<file path="src/rtl/flash_pkg.sv">
// Shared flash-strobe definitions: state encoding and default timing used by the
// pulse stretcher and the flash debouncer.
package flash_pkg;

   localparam logic [1:0] ST_IDLE   = 2'd0;
   localparam logic [1:0] ST_ASSERT = 2'd1;
   localparam logic [1:0] ST_GAP    = 2'd2;

   // 2'd3 is never entered; it is named so the recovery path is explicit
   typedef enum logic [1:0] {
      S_IDLE   = ST_IDLE,
      S_ASSERT = ST_ASSERT,
      S_GAP    = ST_GAP,
      S_BAD    = 2'd3
   } state_t;

   localparam int DEF_HOLD_TIME = 3;
   localparam int DEF_GAP_TIME  = 3;

endpackage

</file>
<file path="src/rtl/pulse_stretch_for_flash_if.sv">
// Request/strobe bundle between the flash control logic and the pulse stretcher.
interface pulse_stretch_for_flash_if #(
   parameter int PEND_W = 4
);
   logic              trig_in;
   logic              pulse_n;
   logic              busy;
   logic              drop;
   logic [PEND_W-1:0] pend_cnt;

   modport master (output trig_in, input pulse_n, busy, drop, pend_cnt);
   modport slave  (input trig_in, output pulse_n, busy, drop, pend_cnt);
endinterface

</file>
<file path="src/rtl/pulse_stretch_for_flash.sv">
// Stretches 1-cycle requests into active-low pulses of fixed width with a guaranteed gap.
// Define PULSE_QUEUE_EN to queue requests that arrive mid-pulse instead of dropping them.
module pulse_stretch_for_flash
   import flash_pkg::*;
#(
   parameter int HOLD_TIME = DEF_HOLD_TIME,
   parameter int GAP_TIME  = DEF_GAP_TIME,
   parameter int CNT_W     = 15,
   parameter int PEND_W    = 4
) (
   input  logic                      clk,
   input  logic                      reset_n,
   pulse_stretch_for_flash_if.slave  bus
);

   localparam logic [CNT_W-1:0] HOLD_LAST = CNT_W'(HOLD_TIME - 1);
   localparam logic [CNT_W-1:0] GAP_LAST  = CNT_W'(GAP_TIME - 1);

   state_t             state_q, state_d;
   logic [CNT_W-1:0]   cnt_q, cnt_d;
   logic               pulse_n_q, busy_q, drop_q, drop_d;
   logic               gap_term, in_flight, pend_any;

   assign gap_term  = (state_q == S_GAP) && (cnt_q == GAP_LAST);
   // the terminal gap cycle consumes trig_in directly, so it is not "in flight"
   assign in_flight = (state_q == S_ASSERT) || ((state_q == S_GAP) && !gap_term);

`ifdef PULSE_QUEUE_EN
   localparam logic [PEND_W-1:0] PEND_MAX = '1;
   logic [PEND_W-1:0] pend_q, pend_d;

   assign pend_any = (pend_q != '0);

   always_comb begin
      pend_d = pend_q;
      drop_d = 1'b0;
      if (bus.trig_in && in_flight) begin
         if (pend_q == PEND_MAX) drop_d = 1'b1;
         else                    pend_d = pend_q + PEND_W'(1);
      end else if (gap_term && pend_any && !bus.trig_in) begin
         pend_d = pend_q - PEND_W'(1);
      end
   end

   always_ff @(posedge clk) begin
      if (!reset_n) pend_q <= '0;
      else          pend_q <= pend_d;
   end

   assign bus.pend_cnt = pend_q;
`else
   assign pend_any     = 1'b0;
   assign drop_d       = bus.trig_in && in_flight;
   assign bus.pend_cnt = '0;
`endif

   always_comb begin
      state_d = state_q;
      cnt_d   = cnt_q;
      case (state_q)
         S_IDLE: begin
            if (bus.trig_in) begin
               state_d = S_ASSERT;
               cnt_d   = '0;
            end
         end
         S_ASSERT: begin
            if (cnt_q == HOLD_LAST) begin
               state_d = S_GAP;
               cnt_d   = '0;
            end else begin
               cnt_d = cnt_q + CNT_W'(1);
            end
         end
         S_GAP: begin
            if (gap_term) begin
               state_d = (pend_any || bus.trig_in) ? S_ASSERT : S_IDLE;
               cnt_d   = '0;
            end else begin
               cnt_d = cnt_q + CNT_W'(1);
            end
         end
         default: begin
            state_d = S_IDLE;
            cnt_d   = '0;
         end
      endcase
   end

   // outputs are derived from the next state so they change on the same edge as the FSM
   always_ff @(posedge clk) begin
      if (!reset_n) begin
         state_q   <= S_IDLE;
         cnt_q     <= '0;
         pulse_n_q <= 1'b1;
         busy_q    <= 1'b0;
         drop_q    <= 1'b0;
      end else begin
         state_q   <= state_d;
         cnt_q     <= cnt_d;
         pulse_n_q <= (state_d != S_ASSERT);
         busy_q    <= (state_d == S_ASSERT) || (state_d == S_GAP);
         drop_q    <= drop_d;
      end
   end

   assign bus.pulse_n = pulse_n_q;
   assign bus.busy    = busy_q;
   assign bus.drop    = drop_q;

endmodule

</file>
<file path="src/flat_wrapper.sv">
// flat-port wrapper written by rule: the top's interface ports become plain ports
module pulse_stretch_for_flash_flat import flash_pkg::*;
#(
   parameter int HOLD_TIME = DEF_HOLD_TIME,
   parameter int GAP_TIME  = DEF_GAP_TIME,
   parameter int CNT_W     = 15,
   parameter int PEND_W    = 4
)
  (clk, reset_n, bus_trig_in, bus_pulse_n, bus_busy, bus_drop, bus_pend_cnt);
  pulse_stretch_for_flash_if #(.PEND_W(PEND_W)) bus_i ();
  input  logic clk;
  input  logic reset_n;
  input wire logic [$bits(bus_i.trig_in)-1:0] bus_trig_in;
  output wire logic [$bits(bus_i.pulse_n)-1:0] bus_pulse_n;
  output wire logic [$bits(bus_i.busy)-1:0] bus_busy;
  output wire logic [$bits(bus_i.drop)-1:0] bus_drop;
  output wire logic [$bits(bus_i.pend_cnt)-1:0] bus_pend_cnt;
  assign bus_i.trig_in = bus_trig_in;
  assign bus_pulse_n = bus_i.pulse_n;
  assign bus_busy = bus_i.busy;
  assign bus_drop = bus_i.drop;
  assign bus_pend_cnt = bus_i.pend_cnt;
  pulse_stretch_for_flash #(.HOLD_TIME(HOLD_TIME), .GAP_TIME(GAP_TIME), .CNT_W(CNT_W), .PEND_W(PEND_W)) u_core (.clk(clk), .reset_n(reset_n), .bus(bus_i));
endmodule
</file>
<file path="config.mk">
export PLATFORM = sky130hd
export DESIGN_NAME = pulse_stretch_for_flash_flat
export DESIGN_NICKNAME = d
export VERILOG_FILES = /design/src/rtl/flash_pkg.sv /design/src/rtl/pulse_stretch_for_flash_if.sv /design/src/rtl/pulse_stretch_for_flash.sv /design/src/flat_wrapper.sv
export SDC_FILE = /design/constraint.sdc
export NUM_CORES = 1
export LEC_CHECK = 0
export ABC_AREA = 1
export BUFFER_PORTS_ARGS = -buffer_cell sky130_fd_sc_hd__buf_2
export CAP_MARGIN = 20
export CORE_AREA = 2 2 58 60
export CTS_CLUSTER_SIZE = 25
export DETAILED_ROUTE_END_ITERATION = 10
export DIE_AREA = 0 0 60 62
export PLACE_DENSITY = 0.65
export SLEW_MARGIN = 30
export SYNTH_ARGS = -nofsm -noshare
export SYNTH_HDL_FRONTEND = slang
export SYNTH_SLANG_ARGS = --single-unit
</file>
<file path="constraint.sdc">
create_clock -name clk -period 1.6 [get_ports clk]
set_input_delay 0.24 -clock clk [delete_from_list [all_inputs] [get_ports clk]]
set_output_delay 0.24 -clock clk [all_outputs]
set_load 0.01 [all_outputs]
</file>
Word-level counts from Yosys, hierarchy flattened
Index checks and enable logic that the tools add are counted.
{"block": "totals", "reg_bits": 20, "inputBits": 3, "output_inout_bits": 7, "elab_cells": 29}
{"block": "classes", "n_addsub": 1, "n_eq_ne": 7, "muxes": 9, "n_reduce_logical": 7}
{"operator": "15-bit two-way mux", "count": 3}
{"operator": "15-bit one-hot mux with 3 select lines", "count": 1}
{"operator": "15-bit by 1-bit adder with 15-bit output, second input constant", "count": 1}
{"operator": "15-bit by 2-bit equality test with 1-bit output, second input constant", "count": 1}
{"operator": "2-bit two-way mux", "count": 3}
{"operator": "2-bit one-hot mux with 3 select lines", "count": 1}
{"operator": "2-bit by 1-bit equality test with 1-bit output, second input constant", "count": 2}
{"operator": "2-bit equality test, second input constant", "count": 2}
{"operator": "1-bit logical AND", "count": 3}
{"operator": "2-bit zero test", "count": 1}
{"operator": "1-bit logical OR", "count": 2}
{"operator": "2-bit by 1-bit inequality test with 1-bit output, second input constant", "count": 1}
{"operator": "2-bit inequality test, second input constant", "count": 1}
{"operator": "1-bit zero test", "count": 1}
{"operator": "1-bit two-way mux", "count": 1}

Longest topological paths before layout
Gate-level depths: netlist of the first run.
{"block": "depth", "word_depth": 6, "ltp_mapped": 13, "mapped_depth_nobuf": 13}

Worst setup path before layout of the first run
No wires, ideal clock.
{"block": "synth_path", "path_type": "flip-flop to flip-flop", "start": "register u_core.state_q[0]", "end": "register u_core.busy_q, in the netlist u_core.bus.busy", "setup_time_ns": 0.064, "arrival_ns": 1.533, "required_ns": 1.536, "setup_slack_ns": 0.003, "path_stages_with_launch": 10, "path_buffers": 0, "period_less_slack_ns": 1.597, "cell_sequence": "dfxtp_1 > inv_1 > ha_1 > or2_2 > nand3_1 > nand3_1 > nand2_1 > inv_1 > ha_1 > nor2_1"}
{"block": "synth_between", "elab_chain_cells": 6, "word_cells_on_any_way": 11, "cone_classes": "eq/ne (4); mux (4); reduce/logical (3)"}
{"item": "from (decl)", "line": "pulse_stretch_for_flash.sv:19", "source": "state_t state_q, state_d;"}
{"item": "from (signal assigned)", "line": "pulse_stretch_for_flash.sv:99", "source": "state_q <= state_d;"}
{"item": "2-bit equality test", "line": "pulse_stretch_for_flash.sv:24, pulse_stretch_for_flash.sv:60"}
{"item": "1-bit logical AND", "line": "pulse_stretch_for_flash.sv:24", "source": "assign gap_term = (state_q == S_GAP) && (cnt_q == GAP_LAST);"}
{"item": "2-bit two-way mux", "line": "pulse_stretch_for_flash.sv:76", "source": "if (gap_term) begin"}
{"item": "2-bit one-hot mux with 3 select lines *", "line": "pulse_stretch_for_flash.sv:60", "source": "case (state_q)"}
{"item": "net u_core.state_d[0]", "line": "pulse_stretch_for_flash.sv:19"}
{"item": "2-bit by 1-bit equality test with 1-bit output / 2-bit equality test (equally long branches)", "line": "pulse_stretch_for_flash.sv:102", "source": "busy_q <= (state_d == S_ASSERT) || (state_d == S_GAP);"}
{"item": "1-bit logical OR *", "line": "pulse_stretch_for_flash.sv:102"}
{"item": "to (signal assigned)", "line": "pulse_stretch_for_flash.sv:102"}
{"item": "to (decl)", "line": "pulse_stretch_for_flash.sv:21", "source": "logic pulse_n_q, busy_q, drop_q, drop_d;"}
The timed path passes the listed nets; every way through them passes the cells marked *.
A chain may end at the register's enable or synchronous reset.

Worst setup path in the final report of the first run
{"block": "layout_path", "start": "register u_core.cnt_q[0]", "end": "register u_core.busy_q, in the netlist u_core.bus.busy"}
{"block": "layout_between", "elab_chain_cells": 6, "word_cells_on_any_way": 8, "cone_classes": "eq/ne (3); mux (3); reduce/logical (2)"}
{"item": "from (decl)", "line": "pulse_stretch_for_flash.sv:20", "source": "logic [CNT_W-1:0] cnt_q, cnt_d;"}
{"item": "from (signal assigned)", "line": "pulse_stretch_for_flash.sv:100", "source": "cnt_q <= cnt_d;"}
{"item": "15-bit by 2-bit equality test with 1-bit output *", "line": "pulse_stretch_for_flash.sv:24, pulse_stretch_for_flash.sv:68"}
{"item": "1-bit logical AND", "line": "pulse_stretch_for_flash.sv:24"}
{"item": "2-bit two-way mux", "line": "pulse_stretch_for_flash.sv:76"}
{"item": "2-bit one-hot mux with 3 select lines *", "line": "pulse_stretch_for_flash.sv:60"}
{"item": "net u_core.state_d[0]", "line": "pulse_stretch_for_flash.sv:19"}
{"item": "2-bit by 1-bit equality test with 1-bit output / 2-bit equality test (equally long branches)", "line": "pulse_stretch_for_flash.sv:102"}
{"item": "1-bit logical OR *", "line": "pulse_stretch_for_flash.sv:102"}
Marks and branches as above.

==> results of run 1 <==
==> power by group through the flow <==
| stage | Combinational (uW) | Sequential, uW | Clock, uW |
|---|---|---|---|
| after global placement | 172 | 531 | 0 |
| after detailed placement | 173 | 532 | 0 |
| final | 216 | 522 | 310 |
| after CTS | 180 | 522 | 319 |
| after floorplan | 104 | 537 | 0 |
| after global routing | 243 | 524 | 339 |
==> worst reg2reg max path: stages (launching register included) <==
cell and delay [ns]:
dfxtp_2 0.35, inv_2 0.04, ha_1 0.17, inv_1 0.05
nor2_1 0.03, nand2_1 0.07, nor2_2 0.05, buf_4 0.12
nand3b_1 0.08, nand3_1 0.07, nand2_1 0.08, inv_1 0.06
ha_1 0.30, nor2_1 0.08
==> metrics by stage <==
step / cell area, sq um / utilization / std cells / hold slack [ns] / power [uW]
6_report: 1465 / 0.4608 / 246 / 0.1651 / 1048
5_1_grt: 1465 / 0.4608 / 246 / 0.1566 / 1107
4_1_cts: 1383 / 0.4349 / 242 / 0.1475 / 1020
3_5_place_dp: 1330 / 0.4183 / 237 / 0.4824 / 704.9
3_3_place_gp: 1330 / 0.4183 / 237 / 0.4785 / 703.0
2_1_floorplan: 1169 / - / 175 / 0.3089 / 640.5
==> cell usage after synthesis, types with 2 or more instances <==
cell      n
dfxtp_1  20
nand3_1  10
ha_1      7
nand2_1  33
xor2_1    5
or2_2     2
o21ai_0   4
buf_4     4
inv_1    19
nand2_2   3
a21oi_1   3
nor2_1   48
==> cell families (layout without fill, tap and decap cells) <==
logic type / Yosys count / count (layout)
XOR/XNOR: 6 / 6
buffers and inverters: 25 / 50
adder cells (fa/ha/maj): 7 / 7
AO/OA/AOI/OAI: 9 / 9
AND/OR/NAND/NOR: 104 / 104
flip-flops: 20 / 20
other: 1 / 4
==> flip-flops by register name, summed over array words and instances, names as in the netlist <==
signal,flops
u_core.bus.busy,1
u_core.cnt_q,15
u_core.bus.pulse_n,1
u_core.bus.drop,1
u_core.state_q,2
==> final timing paths <==
check / startpoint / endpoint / cells past startpoint
worst min register to register: u_core.cnt_q[14]$_SDFFE_PN0P_ / u_core.cnt_q[14]$_SDFFE_PN0P_ / 3
worst min-delay path: reset_n / u_core.bus.pulse_n$_SDFF_PN1_ / 2
worst max-delay path: u_core.cnt_q[0]$_SDFFE_PN0P_ / u_core.bus.busy$_SDFF_PN0_ / 13
worst max register to register: u_core.cnt_q[0]$_SDFFE_PN0P_ / u_core.bus.busy$_SDFF_PN0_ / 13
==> layout make-up <==
type	count	area, sq um
fillers	336	1714
multi-input cells	130	701.9
flip-flops and latches	20	405.4
repair buffers	26	186.4
inverters	20	77.57
well taps	46	57.56
clock buffers	4	36.28
==> timing repair <==
item,CTS,global route
setup endpoints to repair,13,17
buffers inserted,1,4
resized for setup,6,18
pin swaps,3,5
==> layer usage <==
layer	up-vias	part of all wire
li1	577	-
met1	463	0.47
met2	12	0.48
met3	7	0.027
met4	0	0.022
met5	-	0
==> metrics list, run 1 <==
- Status: finished, violations left
* Failing checks: setup timing
- Number of placement rows: 21
- In this run the cell area of the synthesized design comes to about 1200 sq um.
* Clock period minus final worst setup slack: 1.602 ns
- Overall die area: around 3700 sq um
- The share of total power dissipated in sequential elements is 0.498.
- Total routing usage reported by global routing: 0.1378
* GP Congestion: approximately 0.75
- Summed over all nets, the half-perimeter wirelength after detailed placement is between 1.5 and 2 mm.
- Before CTS, the worst setup slack after placement is -0.04870 ns.
- Worst Path Buf+Inv: 4
* Setup TNS after final layout: -0.001771 ns
- Dividing the detail-routed wire length by the instance count gives 9.606 microns.
* Vias in the first global route: 892
- Area fraction in compound gates after synthesis: 0.04432
- The first global-routing pass estimated approximately 3.8 mm of wire.
* Count of state elements after synthesis: 20
* Proportion of layout cells with a drive suffix above 1: 0.2850
- TritonCTS built the clock tree.
* Number of antenna violations at the first check in global routing: 0
* Largest stage delay, worst path: 0.35 ns
- Counting distinct cell types in the post-synthesis netlist gives 26.
- After the last flow step, the layout net total stands at ~210.
- Mux cell area share after synthesis: 0
* Number of hold-repair buffers added at the cts stage: 0
- On the critical path, the stage with the largest delay is an instance of dfxtp_2.
- 10 I/O pins were placed.
- The longest clock path from root to sink contains 2 buffers.
- In this run the most used layer during global routing was met2.
- STA classifies the critical path startpoint as a flip-flop.
- Final period util: 1.001
- Horizontal die dimension: ~60 microns
- Maximum level of the CTS H-tree: 1
- Xor and xnor fraction of the mapped netlist area: 0.04541
- After global routing the overflow that remains totals 0.
- Switching part of the total: 0.2800
- Final Hold Violating Endpoints: 0
* Clock slew seen by the registers of the worst setup and hold paths: 0.12 ns
- Starting density of the core: 0.3640
* Critical path fanouts, max: 2
- Among all flip-flop cells after synthesis, the most frequent one is dfxtp_1.
- The worst setup path is captured at a flip-flop.
- The total count of max-transition violations in the final report came to 0.
- The clock reaches the later pin of the worst-skew pair after between 0.3 and 0.4 ns.
- Combinational cell fraction of total power: 0.206
- Ratio of routed vias to standard cells: ~4.3
- Setup violations remaining at the end of the flow were counted as 1.
- Fraction of the mapped netlist area in simple logic gates: 0.3849
* Total detailed-routing wirelength: 2.363 mm
- Sequential-to-total area share from yosys stat: 0.3459
- Each instance of the synthesized netlist takes up on average roughly 6.7 sq um.
- DRC marker count from the first detailed-route iteration: 18
- Core Area: approximately 3200 sq um
- Setup repair after global routing could not meet its margin everywhere.
- Number of flops mapped to enable cells by yosys: 0
- In the global route stage, met3 resource usage came out at 0.04348.
- The repair_antennas step left the layout with diodes totalling 0.
- Type of the most critical hold path: in2reg
- The library cell used most frequently in the layout, excluding fill and tap cells, is nor2_1.
* Worst vdd ir: 0.0004889 V
- After synthesis, the largest family of logic cells by area is simple AND/OR/NAND/NOR gates.
- By startpoint and endpoint, the worst setup path is classified as reg2reg.
* Met1 usage in global routing: 0.1569
* Leakage Power: 0.0006231 uW
- Fraction of post-synthesis cell area in the top cell type by area: 0.3459
* Data arrival time at the worst-slack endpoint: 1.87 ns
- The clock drives 20 sinks.
- Clock Power Share: 0.296
- For this run, the top clock speed supported by timing is approximately 620 MHz.
- For this run, the number of Yosys warnings is 0.
- Across all setup checks in the final design, the least slack found is -0.001771 ns.
- Reg-to-reg slack, setup: -0.002 ns
* Met2 Track Usage GR: 0.2407
- Number of nets still failing antenna checks after routing: 0
* WP data required: 1.86 ns
* Sequence of cells on the critical path: inv_2, ha_1, inv_1, nor2_1, nand2_1, nor2_2, buf_4, nand3b_1, nand3_1, nand2_1, inv_1, ha_1, nor2_1
- Max-cap violations in this run came to 0.
* Residual DRC: 0
- Die Ht: a little over 60 microns
* Post-Syn Instances: ~170
* Post-route clock skew: about 0.0049 ns
- Int Pwr: 754.9 uW
* Switching pwr: around 290 uW
* Maximum number of pins on one net before global-route repair: 13
- CTS placed an instance of clkbuf_4 at the clock tree root.
- Sorting the synthesized cells by area gives the leading types as dfxtp_1, nor2_1, nand2_1, ha_1, inv_1.
* TritonCTS Buffers: 3
- The routed layout has about 1100 vias.
- Most frequent cells in the layout: nor2_1, nand2_1, buf_4
* Area growth from synthesis to layout: 26.60%
* Total iterations of the first detailed-routing run: 4
* Share of async-settable or async-resettable flops after synthesis: 0
- Of the total synthesized cell area, the portion taken by full adders, half adders and majority gates is 0.07568.
- CP top delay family: adder cells
* Port Buffer Count: 5
- Yosys top cell by area: dfxtp_1
* Power density normalized to cell area: just over 700 nW/um^2
No activity file was read; power rests on OpenSTA's default activity.
==> inputs of run 2 (changes only) <==
MAX_ROUTING_LAYER = met4   (was default)
SKIP_CTS_REPAIR_TIMING = 1   (was default)
==> run 2 against run 1 <==
Compared with the run above: the flow still finishes with violations (setup timing); final area increased by 1.0%; maximum frequency is 2.1% lower; critical endpoint unchanged; cell count stayed put; total power up 0.66%; critical path type unchanged; worst hold slack got worse by 0.0074 ns; non-clock buffer count is the same; highest routed layer unchanged.
==> metrics list, run 2 (synthesized netlist as in run 1, its figures left out) <==
- The flow ran to the end, but the final reports show violations.
- The checks that failed: setup timing.
* Critical path fanouts, max: 4
* Worst setup path startpoint: u_core.cnt_q[0]$_SDFFE_PN0P_
- Adding up every negative setup slack in the final design gives -0.03610 ns.
- The net count of the finished layout is between 200 and 250.
- Switching pwr: 300.1 uW
- Kind of launch point of the worst setup path: flip-flop
- Post-route clock skew: 0.005900 ns
* WP data required: 1.83 ns
- Residual DRC: 0
- Of the total power, the clock network draws 0.299.
- Maximum Capacitance Violations: 0
- The finished cells cover about 1500 sq um.
* Combinational cell fraction of total power: 0.208
* Switching part of the total: 0.2844
- Horizontal die dimension: around 60 microns
- Port Buffer Count: 5
- The number of hold-slack violations in the final timing report came to 0.
- The clock net in this run drives a total of 20 sinks.
- More flip-flops sit in one register than any other, and that register is u_core.cnt_q.
- Total iterations of the first detailed-routing run: 4
* Master of the slowest instance on the critical path: dfxtp_2
* Type of the most critical hold path: in2reg
* Ratio of routed vias to standard cells: between 4 and 5
* Final period util: 1.023
- Number of nets still failing antenna checks after routing: 0
- The clock reaches the later pin of the worst-skew pair after 0.32 ns.
* Clock Path Buffers: 2
- Measured along the y axis, the die boundary spans 62 microns.
- Number of antenna violations at the first check in global routing: 0
* Clock slew seen by the registers of the worst setup and hold paths: 0.12 ns
- The critical path contains buffers and inverters numbering 3 combined.
- Number of top-level design ports: 10
- Leakage Power: ~0.00062 uW
- Worst vdd ir: roughly 0.00047 V
- Data arrival time at the worst-slack endpoint: between 1.5 and 2 ns
- The design draws roughly 1100 uW.
* Maximum number of pins on one net before global-route repair: 13
- Fraction of power consumed by sequential logic: 0.493
* Starting density of the core: 0.3640
- Combined flip-flop and latch cell area: approximately 400 sq um
- Avg WL per Cell: around 9.6 microns
* Maximum level of the CTS H-tree: 1
* GP Congestion: between 0.7 and 0.8
- Setup violations remaining at the end of the flow were counted as 1.
- Reg-to-reg slack, setup: -0.04 ns
- The detailed router finished its first iteration with 47 violations.
- Once routing completed, OpenROAD measured the worst setup slack at -0.03610 ns.
* Worst setup path category: reg2reg
* Root cell of the clock tree: clkbuf_4
- Sequence of cells on the critical path: inv_2, ha_4, inv_2, nor2_1, nand2_1, nor2_2, nand2_2, nand3_2, nand3_2, nand2_1, inv_1, ha_1, nor2_1
- Counting I/O delays and the setup requirement, the final critical path takes roughly 1.6 ns.
- For this run, the slowest stage of the critical path takes roughly 0.34 ns.
- The region available for standard cell placement spans 3179 sq um.
* Number of placement rows: 21
- The via count of the first global-routing pass came to 883.
- Int Pwr: approximately 760 uW
- CP top delay family: simple AND/OR/NAND/NOR gates
- The register with the most flip-flops in the layout has 15 of them.
* First-pass GRT wire length: approximately 3.7 mm
- Power density normalized to cell area: ~710 nW/um^2
- TritonCTS Buffers: 3
- The HPWL after detailed placement is between 1.5 and 2 mm.
* Leftover overflow at the end of global routing: 0
- TritonCTS clock tree: done
- Antenna cell count: 0
* Registers with the most flip-flops: u_core.cnt_q (15), u_core.state_q (2)
- The routed layout has between 1000 and 1500 vias.
- The floorplan step defined a die boundary enclosing approximately 3700 sq um.
- The library cells used most frequently in the layout, excluding fill and tap cells, are nor2_1, nand2_1, buf_4.
- Fill cells: 337
* Max Freq: 611.2 MHz
* Total detailed-routing wirelength: 2.359 mm
* Multi-input logic area: approximately 700 sq um
- Most frequent standard cell in the layout excluding fill and tap cells: nor2_1
* Area growth from synthesis to layout: 27.89%
* Crit path capture type: flip-flop
- Proportion of layout cells with a drive suffix above 1: 0.3050
* Slew Limit Fails: 0
* Reg-to-Reg Start: u_core.cnt_q[0]$_SDFFE_PN0P_
* Total routing usage reported by global routing: 0.1403
- Placed cell area: 1330 sq um
* Hold_sp: reset_n
- Setup repair after global routing could not meet its margin everywhere.
==> run 2: metal layers <==
metal / share of wire / vias to the layer above / global-route usage
met5: 0 / - / -
met4: 0.012 / 0 / 0.05397
met3: 0.025 / 4 / 0.04348
met2: 0.48 / 10 / 0.2360
met1: 0.48 / 465 / 0.1557
li1: - / 576 / -
==> run 2: final timing paths <==
check	end	depth (start not counted)
max	u_core.bus.busy$_SDFF_PN0_	13
min reg2reg	u_core.cnt_q[14]$_SDFFE_PN0P_	3
max reg2reg	u_core.bus.busy$_SDFF_PN0_	13
min	u_core.bus.pulse_n$_SDFF_PN1_	2
==> run 2: per-stage QoR <==
step	util	worst slack [ns]	hold slack, ns	cells
floorplan	-	0.002973	0.3089	175
global placement	0.4183	-0.02110	0.4785	237
detailed placement	0.4183	-0.04870	0.4824	237
CTS	0.4298	-0.07622	0.1475	241
global route	0.4656	-0.1488	0.1566	246
finish	0.4656	-0.03610	0.1576	246
==> run 2: power by group through the flow <==
stage	Combinational, uW	Clock [uW]	Sequential (uW)
global route	245	339	523
global placement	172	0	531
CTS	174	319	520
detailed placement	173	0	532
floorplan	104	0	537
finish	220	315	521
==> run 2: cell type report <==
type                       instances  area share
timing repair buffer              26      0.1260
clock buffer                       4     0.02451
inverter                          20     0.05241
sequential                        20      0.2756
multi-input combinational        130      0.4827
tap                               46     0.03888
==> inputs of run 3 (changes only) <==
BUFFER_PORTS_ARGS = default   (was -buffer_cell sky130_fd_sc_hd__buf_2)
DONT_BUFFER_PORTS = 1   (was default)
PLACE_DENSITY = 0.63   (was 0.65)
SETUP_SLACK_MARGIN = 0.02   (was default)
==> run 3 against run 2 <==
Compared with the run above: the run still ends with setup timing left; final area down 0.17%; combinational power down 5%; routed wire length up 4.4%; clock skew up 0.0090 ns; critical endpoint is now u_core.cnt_q[9]$_SDFFE_PN0P_.
==> metrics list, run 3 (synthesized netlist as in run 1, its figures left out) <==
- Worst setup path category: reg2reg
- Total iterations of the first detailed-routing run: 4
* Clock Path Buffers: 2
- Dividing the detail-routed wire length by the instance count gives 10.31 microns.
- Failing checks: setup timing
- Worst-skew pair later-pin latency: approximately 0.31 ns
- TritonCTS built the clock tree.
* Residual DRC: 0
- In this run the remaining antenna-violating nets after routing total 0.
- Setup repair after global routing could not meet its margin everywhere.
* Root cell of the clock tree: clkbuf_4
- The routed design could run at a clock period as short as around 1.7 ns.
- Of all nets on the critical path, the largest fanout is 6.
- Fill cells: ~330
* Worst setup slack before clock tree synthesis: -0.03487 ns
- Sum of internal, switching and leakage power: 1042 uW
- Core Area: around 3200 sq um
- In this run the core area contains 21 standard-cell rows.
- Final period util: 1.032
- In the routed layout, each cell is associated on average with a via count of 4.356.
* Overall die area: roughly 3700 sq um
* Starting density of the core: 0.3640
* Crit path capture type: flip-flop
* Most frequent cells in the layout: nor2_1, nand2_1, buf_4, dfxtp_1, inv_1
- Power spread over the standard cell area amounts to about 710 nW/um^2.
* Maximum number of pins on one net before global-route repair: 13
- STA puts the critical path data arrival time at around 1.9 ns.
* Max Freq: a little over 600 MHz
- Die Ht: 62 microns
* Leftover overflow at the end of global routing: 0
- Maximum level of the CTS H-tree: 1
- The number of clock buffers added by TritonCTS is 3.
- The via count of the first global-routing pass was ~850.
- Leakage Power: between 0.0006 and 0.0007 uW
- The congestion estimate from routability-driven global placement came to ~0.74.
- The number of antenna violations at the first check in global routing came to 0.
- Total detailed-routing wirelength: ~2.5 mm
* Count of endpoints failing setup in the final report: 13
* First-pass GRT wire length: 3.650 mm
* Registers with the most flip-flops: u_core.cnt_q (15), u_core.state_q (2)
* Final Hold Violating Endpoints: 0
* Maximum Capacitance Violations: 0
* Net count of the finished layout: between 200 and 250
* Worst setup margin: -0.05153 ns
- Largest register by flop count: u_core.cnt_q
- Worst vdd ir: 0.0004106 V
- Kind of launch point of the worst setup path: flip-flop
- For this block, the initial DRC count from the detailed router was 37.
- The tightest min-delay check is of the in2reg type.
* Status: finished, violations left
- Relative to the synthesized area, the layout overhead comes to 27.68%.
* Setup TNS after final layout: -0.4247 ns
- Counting every sink on the clock net gives 20.
- In the final layout, the share of cells above drive strength 1 is 0.2798.
- Largest register FFs: 15
- The library cell used most frequently in the layout, excluding fill and tap cells, is nor2_1.
- On the final layout, the worst clock skew is ~0.015 ns.
- Port buffering added 0 buffers.
- Across every metal layer, demand over resource in global routing totals 0.1367.
- Antenna cell count: 0
- The floorplan step set the die width to 60 microns.
- WP data required: about 1.8 ns
* Slew Limit Fails: 0
* Number of top-level design ports: 10
- For this block, the via count after detailed routing is between 1000 and 1500.
- Clock slew seen by the registers of the worst setup and hold paths: 0.13 ns
* Post-detail-place hpwl: 1.688 mm
==> run 3: where the power goes <==
group / switching [uW] / internal, uW
Combinational: 116 / 92.7
Sequential: 13.0 / 515
Clock: 167 / 139
Total: 296 / 746
==> run 3: final timing paths <==
path                            startpoint                             to  slack, ns  cells after the start
max           u_core.cnt_q[0]$_SDFFE_PN0P_   u_core.cnt_q[9]$_SDFFE_PN0P_      -0.05                     13
min reg2reg  u_core.cnt_q[14]$_SDFFE_PN0P_  u_core.cnt_q[14]$_SDFFE_PN0P_       0.56                      3
min                            bus_trig_in     u_core.bus.drop$_SDFF_PN0_       0.03                      2
max reg2reg   u_core.cnt_q[0]$_SDFFE_PN0P_   u_core.cnt_q[9]$_SDFFE_PN0P_      -0.05                     13
==> run 3: metal layers <==
| metal | part of all wire | global-route usage | vias to the layer above | routed length, microns |
|---|---|---|---|---|
| li1 | - | - | 562 | - |
| met1 | 0.49 | 0.1669 | 458 | 1199 |
| met2 | 0.45 | 0.2127 | 15 | 1112 |
| met3 | 0.040 | 0.04969 | 6 | 98 |
| met4 | 0.022 | 0.03810 | 0 | 53 |
| met5 | 0 | - | - | 0 |
==> run 3: area by class of cell <==
type / count / area, sq um / area share
Timing Repair Buffer: 18 / 141.4 / 0.09568
Clock buffer: 4 / 36.28 / 0.02456
Tap cell: 46 / 57.56 / 0.03895
Multi-Input combinational cell: 131 / 759.5 / 0.5140
Inverter: 20 / 77.57 / 0.05250
Sequential cell: 20 / 405.4 / 0.2743
==> run 3: worst max-delay path, cell delays in order, from the launching register on <==
cell and delay, ns:
dfxtp_2 0.35, inv_2 0.07, ha_4 0.12, inv_2 0.03, nor2_1 0.08, nand2_1 0.07, nor2_2 0.14, nand2_2 0.10
buf_4 0.15, buf_6 0.11, nand3_2 0.07, nand2_4 0.10, nand2_4 0.11, nor2_1 0.05
==> run 3: metrics by stage <==
stage	instances	util	hold WS, ns	instance area (sq um)
6_report	239	0.4648	0.03058	1478
5_1_grt	239	0.4648	0.02398	1478
4_1_cts	234	0.4176	-0.01830	1328
3_5_place_dp	230	0.4061	0.3150	1291
3_3_place_gp	230	0.4061	0.3172	1291
2_1_floorplan	175	-	0.3089	1170
